`config.mk`:
```
export PLATFORM = sky130hd
export DESIGN_NAME = fp_expand
export DESIGN_NICKNAME = d
export VERILOG_FILES = /design/src/rtl/fp_expand.sv
export SDC_FILE = /design/constraint.sdc
export NUM_CORES = 1
export LEC_CHECK = 0
export ABC_AREA = 0
export ABC_CLOCK_PERIOD_IN_PS = 5150
export BUFFER_PORTS_ARGS = -buffer_cell sky130_fd_sc_hd__buf_2
export CAP_MARGIN = 20
export CORE_MARGIN = 2
export CORE_UTILIZATION = 58
export CTS_CLUSTER_DIAMETER = 150
export CTS_CLUSTER_SIZE = 10
export DETAILED_ROUTE_END_ITERATION = 7
export GPL_TIMING_DRIVEN = 0
export HOLD_SLACK_MARGIN = 0.1
export PLACE_DENSITY = 0.82
export SYNTH_ARGS = -nofsm -noshare
export SYNTH_HDL_FRONTEND = slang
export SYNTH_SLANG_ARGS = --single-unit
```
`constraint.sdc`:
```
create_clock -name clk -period 5.15 [get_ports clk]
set_input_delay 1.2875 -clock clk [delete_from_list [all_inputs] [get_ports clk]]
set_output_delay 1.2875 -clock clk [all_outputs]
set_load 0.02 [all_outputs]
```
`src/rtl/fp_expand.sv`:
```
// Expands an 8-bit (S,E,F) float to a 12-bit two's-complement value, one shift per cycle.
// Result appears E+1 edges after accept and is held in HOLD until out_ready; no new word is taken while busy.
module fp_expand (
   input  logic        clk,
   input  logic        rst_n,
   input  logic        in_valid,
   output logic        in_ready,
   input  logic        S,
   input  logic [2:0]  E,
   input  logic [3:0]  F,
   output logic        out_valid,
   input  logic        out_ready,
   output logic [11:0] D
);

   typedef enum logic [1:0] {IDLE, SHIFT, FIX, HOLD} state_t;

   state_t      state_q, state_d;
   logic [10:0] mag_q, mag_d;
   logic [2:0]  cnt_q, cnt_d;
   logic        sgn_q, sgn_d;
   logic        in_ready_q, in_ready_d;
   logic        out_valid_q, out_valid_d;
   logic [11:0] d_q, d_d;

   always_ff @(posedge clk or negedge rst_n) begin
      if (!rst_n) begin
         state_q     <= IDLE;
         mag_q       <= '0;
         cnt_q       <= '0;
         sgn_q       <= 1'b0;
         in_ready_q  <= 1'b0;
         out_valid_q <= 1'b0;
         d_q         <= '0;
      end else begin
         state_q     <= state_d;
         mag_q       <= mag_d;
         cnt_q       <= cnt_d;
         sgn_q       <= sgn_d;
         in_ready_q  <= in_ready_d;
         out_valid_q <= out_valid_d;
         d_q         <= d_d;
      end
   end

   always_comb begin
      state_d     = state_q;
      mag_d       = mag_q;
      cnt_d       = cnt_q;
      sgn_d       = sgn_q;
      out_valid_d = out_valid_q;
      d_d         = d_q;
      case (state_q)
         IDLE: begin
            if (in_valid && in_ready_q) begin
               mag_d   = {7'b0, F};
               cnt_d   = E;
               sgn_d   = S;
               state_d = (E != 3'd0) ? SHIFT : FIX;
            end
         end
         SHIFT: begin
            mag_d = mag_q << 1;
            cnt_d = cnt_q - 3'd1;
            if (cnt_q == 3'd1) state_d = FIX;
         end
         FIX: begin
            // Negating zero yields zero, so negative zero cannot be produced.
            d_d         = sgn_q ? (12'd0 - {1'b0, mag_q}) : {1'b0, mag_q};
            out_valid_d = 1'b1;
            state_d     = HOLD;
         end
         HOLD: begin
            if (out_ready) begin
               out_valid_d = 1'b0;
               state_d     = IDLE;
            end
         end
         default: state_d = IDLE;
      endcase
      in_ready_d = (state_d == IDLE);
   end

   assign in_ready  = in_ready_q;
   assign out_valid = out_valid_q;
   assign D         = d_q;

endmodule

```
==> results.tsv, run 1 <==
metric	value	unit
CP Cell Sequence	buf_2	
Hold Path Sink	D[4]	
ys flop type	dfrtp_1	
Final Hold Fails	0	
largest cells by area after synthesis	dfrtp_1 (52%), nand2_1 (8.3%), o21ai_0 (5.7%), xor2_1 (4.1%), ha_1 (2.5%)	
Final min period	2.194	ns
Yosys Warn Count	0	
placed insts	212	
Synth Register Bits	31	
Combinational Power Share	44.9	%
vias per inst	5.841	
via count	1285	
hold buffers post-CTS	0	
final period utilization	42.60	%
H-Tree Level Count	2	
die height	54.58	µm
XOR/XNOR Fraction of Synth Area	4.722	%
I/O Pins	26	
total power	1.126	mW
first-pass GRT wire length	5.037	mm
DRT Wirelength	3.187	mm
Final setup viols	0	
# fillers	186	
Crit Path Max Fanout	3	
Worst Min Path Start	D[4]	
Flop pwr share	40.9	%
# diodes	0	
vias in the first global route	1199	
layout cell share with drive strength beyond 1	20.00	%
Non-Filler Instances	220	
synthesized instance count	157	
WP data required	3.86	ns
Peak VDD IR	394.4	µV
relative slew slack	55.51	%
Reg2Reg Depth	6	
critical path arrival	0.91	ns
Max Slew Vio Count	0	
compound-cell area share of the yosys netlist	15.43	%
Inserted Clock Buffers	5	
reg2reg start	mag_q[1]	
Synth top cells by count	nand2_1 (33), dfrtp_1 (31), o21ai_0 (17), clkbuf_1 (8)	
Slowest-stage cell, CP	dfrtp_1	
crit end category	output pin	
Congestion Overflow GR	0	
clk sinks	31	
number of synthesized flops with an enable pin	0	
post-synthesis mux area share	0.6745	%
synthesized area	0.001484	mm²
HPWL Detailed	2.316	mm
initial antenna violation count	0	
Worst-Skew Late Latency	0.34	ns
CTS tree	built	
Total GRT Usage	24.85	%
Initial DRT Pass Iterations	4	
footprint of the multi-input gates	655.6	µm²
Die X	54.58	µm
DR DRC count	0	
register area share after synthesis	52.28	%
cts repair resizes	0	
Max Clock Freq	0.4558	GHz
post-CTS repair timing setup buffer count	0	
main combinational cell family by area after synthesis	simple AND/OR/NAND/NOR gates	
FP Rows	18	
max-cap viol count	0	
WP depth	1	
Synth area leader	dfrtp_1	
most frequent cell after synthesis	nand2_1	
Die Footprint	0.002979	mm²
largest net degree at the start of global routing	32	
Leak	0.8314	nW
Setup Crit Path Kind	reg -> out	
root buf cell	clkbuf_4	
Psw	0.4915	mW
post-synthesis simple-gate area fraction	20.83	%
reg2reg setup slack	3.18	ns
Crit path max-delay family	flip-flops	
initial core utilization	60.45	%
hold depth	2	
Syn Nets	172	
Net Sw Frac	43.66	%
P&R area growth vs syn	15.60	%
slowest stage delay, CP	0.40	ns
RSZ-0062 raised after global routing	false	
clock network power share	14.2	%
HP Class	reg -> reg	
Antenna Nets Post-Route	0	
post-synthesis adder-cell area fraction	2.530	%
IO buf count	25	
synth unique cells	31	
Clock transition at path regs	0.10	ns
hold slack	0.4800	ns
Buf+Inv Stages, Crit Path	1	
PwrDens	656.3	mW/mm²
setup TNS	0	ns
Async SR Flop Fraction	100.0	%
final clock skew	0.008882	ns
Critical Path Start Type	flip-flop	
Int Pwr	0.6343	mW
final net count	204	
initial DRC count	41	
Synth top area share	52.28	%
WL/cell	14.49	µm
status	completed	
average cell area after synthesis	9.452	µm²
core box area	0.002455	mm²
Slew @ Worst Pin	0.6674	ns
Final GP Congestion	0.8116	
reg2reg end	D[10]	
largest buffer count on any clock path	2	
register area	775.7	µm²
[stage by stage]
step           setup WS (ns)  area (µm²)  util (%)
2_1_floorplan          3.114        1484         -
3_3_place_gp           2.827        1647     67.07
3_5_place_dp           2.787        1647     67.07
4_1_cts                2.952        1715     69.88
5_1_grt                2.909        1715     69.88
6_report               2.956        1715     69.88
[placed cells by master (no fill, tap or decap)]
cell,count
mux2i_1,1
xor2_1,7
o22ai_1,4
dfrtp_1,31
o41ai_1,1
clkbuf_4,5
nand2_1,33
o21ai_0,17
o2bb2ai_1,1
ha_1,3
nor2b_1,2
nor3b_1,1
o221a_2,1
a31oi_1,2
o31ai_2,1
or3_1,2
or4_4,2
or4_1,2
clkbuf_1,9
and2_4,1
o21ai_1,1
or3b_2,1
buf_2,25
clkbuf_8,2
nand4bb_1,1
and3_1,2
xnor2_1,1
inv_1,6
nor2_1,7
a21oi_1,3
nand2b_1,2
a22oi_1,2
nand3_1,7
o31ai_1,4
[cell families (layout without fill, tap and decap cells)]
| kind of cell | Yosys count | count (layout) |
|---|---|---|
| AOI/OAI and AO/OA | 37 | 37 |
| xor gates and xnor gates | 8 | 8 |
| adders and majority gates | 3 | 3 |
| buffers and inverters | 14 | 47 |
| DFF | 31 | 31 |
| muxes | 1 | 1 |
| and+or+nand+nor | 63 | 63 |
[per-layer routing]
| metal | vias up | track usage, % | part of all wire [%] |
|---|---|---|---|
| met5 | - | 0 | 0 |
| met4 | 0 | 12.50 | 1.8 |
| met3 | 8 | 8.470 | 5.1 |
| met2 | 34 | 42.26 | 51 |
| met1 | 629 | 27.32 | 42 |
| li1 | 614 | - | - |
[power by group through the flow]
stage,Combinational [mW],Clock [mW],Sequential [mW]
detailed placement,0.502,0,0.462
global route,0.577,0.172,0.477
global placement,0.477,0,0.448
finish,0.505,0.160,0.461
CTS,0.510,0.162,0.457
floorplan,0.314,0,0.496
[state kept, by name (all words and copies together), names as in the netlist]
signal and flops:
in_ready 1, mag_q 11, state_q 2, sgn_q 1
cnt_q 3, D 12, out_valid 1
[cell type report]
cell class              count  share of cell area [%]
multi-input cells         112                   38.22
clock buffers               8                   4.012
flip-flops and latches     31                   45.22
repair buffers             25                   7.294
inverters                   6                   1.313
well taps                  30                   2.188
plain buffers               8                   1.751
[worst max-delay path by stage]
stage	start	endpoint
final	in_ready	in_ready
after global routing	in_ready	in_ready
after CTS	in_ready	in_ready
after detailed placement	in_valid	mag_q[3]
after global placement	in_valid	mag_q[3]
after floorplan	in_valid	mag_q[3]
Power figures use the tool's default switching activity.
==> run 2: changes to the inputs <==
ABC_AREA = 1   (was 0)
ABC_CLOCK_PERIOD_IN_PS = 1900   (was 5150)
CORE_UTILIZATION = 49   (was 58)
PLACE_DENSITY = 0.74   (was 0.82)
clock period = 1.9 ns   (was 5.15 ns; I/O delays follow)
==> run 2 against run 1 <==
Sequential share of layout area down 0.87 points; core utilization decreased by 12 points; via count rose by 2.0%; worst setup slack worse by 2.5 ns; count of clock-buffer cells in the layout fell by 3; die area is 20% higher; area after synthesis increased by 3.1%; critical path type unchanged; critical endpoint unchanged.
==> results.tsv, run 2 <==
metric	value	unit
relative slew slack	55.99	%
footprint of the multi-input gates	629.4	µm²
largest buffer count on any clock path	2	
initial DRC count	63	
root buf cell	clkbuf_4	
reg2reg setup slack	0.62	ns
Inserted Clock Buffers	5	
final period utilization	73.65	%
DRT Wirelength	2.914	mm
most frequent cells in the layout	nand2_1 (57), dfrtp_1 (31), buf_2 (29), inv_1 (22), nor2_1 (19)	
critical path arrival	0.92	ns
synthesized instance count	191	
# fillers	292	
I/O Pins	26	
Initial DRT Pass Iterations	4	
WP data required	1.42	ns
register area share after synthesis	50.70	%
Slowest-stage cell, CP	dfrtp_1	
PwrDens	1762	mW/mm²
cts repair resizes	0	
via count	1311	
status	completed	
Max Slew Vio Count	0	
register area	775.7	µm²
HPWL Detailed	2.214	mm
Final Hold Fails	0	
layout cell share with drive strength beyond 1	19.20	%
core box area	0.003003	mm²
Final setup viols	0	
Synth top cells by count	nand2_1 (57), dfrtp_1 (31), inv_1 (22), nor2_1 (19), nand3_1 (17)	
slowest stage delay, CP	0.42	ns
H-Tree Level Count	2	
WP depth	1	
Congestion Overflow GR	0	
final clock skew	0.007204	ns
Slew @ Worst Pin	0.6602	ns
setup TNS	0	ns
Critical Path Start Type	flip-flop	
vias in the first global route	1240	
DR DRC count	0	
Die Footprint	0.003586	mm²
reg2reg start	state_q[1]	
Worst-Skew Late Latency	0.33	ns
Antenna Nets Post-Route	0	
# diodes	0	
vias per inst	5.101	
number of synthesized flops with an enable pin	0	
largest net degree at the start of global routing	32	
largest cells by area after synthesis	dfrtp_1 (51%), nand2_1 (14%), nand3_1 (5.6%), inv_1 (5.4%), nor2_1 (4.7%)	
crit end category	output pin	
Yosys Warn Count	0	
Die X	59.88	µm
Setup crit start	in_ready	
Synth Register Bits	31	
first-pass GRT wire length	5.250	mm
FP Rows	20	
WL/cell	11.34	µm
final net count	238	
Max Clock Freq	0.7147	GHz
HP Class	in -> async	
CTS tree	built	
synthesized area	0.001530	mm²
most frequent cell after synthesis	nand2_1	
total power	3.082	mW
RSZ-0062 raised after global routing	false	
Clock transition at path regs	0.10	ns
Synth area leader	dfrtp_1	
Final GP Congestion	0.7890	
fin util	58.25	%
Total GRT Usage	19.99	%
Critical Path End	in_ready	
initial antenna violation count	0	
IO buf count	25	
Leak	0.9562	nW
max-cap viol count	0	
Peak VDD IR	737.0	µV
post-CTS repair timing setup buffer count	0	
ys flop type	dfrtp_1	
reg2reg end	D[1]	
Buf+Inv Stages, Crit Path	1	
average cell area after synthesis	8.012	µm²
CP Cell Sequence	buf_2	
Setup Crit Path Kind	reg -> out	
die height	59.88	µm
Syn Nets	206	
Final min period	1.399	ns
Crit path max-delay family	flip-flops	
most common cell after layout, fill and taps aside	nand2_1	
Async SR Flop Fraction	100.0	%
Synth top area share	50.70	%
hold buffers post-CTS	0	
Reg2Reg Depth	6	
max reg flops	12	
Crit Path Max Fanout	2	
initial core utilization	50.96	%
P&R area growth vs syn	14.31	%
synth unique cells	19	
clk sinks	31	
==> run 2: cell types whose count changed in the layout (fill, tap and decap cells not counted), sizes merged, moves of 8 or more <==
cell / delta
nand3: +10
inv: +18
nand2: +24
clkbuf: -11
o21ai: -8
nor2: +13
==> run 2: per-stage QoR <==
step,instance area [µm²],setup WS (ns),hold slack (ns),std cells
detailed placement,1697,0.6272,0.4603,249
CTS,1749,0.4826,0.1768,257
global route,1749,0.4466,0.1983,257
floorplan,1530,0.7765,0.1794,191
finish,1749,0.5007,0.1584,257
global placement,1697,0.6407,0.4579,249
==> run 2: routing by layer <==
metal  GRT usage [%]  wire [µm]  vias to the layer above
met4           7.937         54                        0
met2           33.23       1400                       40
met5               0          0                        -
met1           24.24       1296                      587
li1                -          -                      679
met3           5.844        162                        5
==> run 2: cells by family after synthesis <==
logic type / share of synthesized area (%)
adder cells (fa/ha/maj): 2.453
flip-flops: 50.69
AO/OA/AOI/OAI: 10.30
AND/OR/NAND/NOR: 26.66
XOR/XNOR: 1.717
buffers and inverters: 8.177
==> run 2: worst min path at each step <==
stage	start	to	cells past startpoint
finish	rst_n	D[3]	1
detailed placement	D[10]	D[10]	2
CTS	rst_n	mag_q[9]	1
global placement	D[6]	D[6]	2
floorplan	rst_n	D[0]	0
global route	rst_n	mag_q[6]	1
==> run 2: layout make-up <==
| type | count | area share (%) |
|---|---|---|
| multi-input cells | 130 | 35.98 |
| flip-flops and latches | 31 | 44.35 |
| clock buffers | 5 | 2.146 |
| well taps | 33 | 2.361 |
| repair buffers | 25 | 7.153 |
| clock inverters | 3 | 0.8584 |
| inverters | 24 | 5.150 |
| plain buffers | 6 | 2.003 |
==> run 2: power by group <==
group | total [mW] | internal [mW] | switching (mW)
clock network | 0.363 | 0.137 | 0.226
logic | 1.55 | 0.570 | 0.983
registers | 1.17 | 0.964 | 0.202
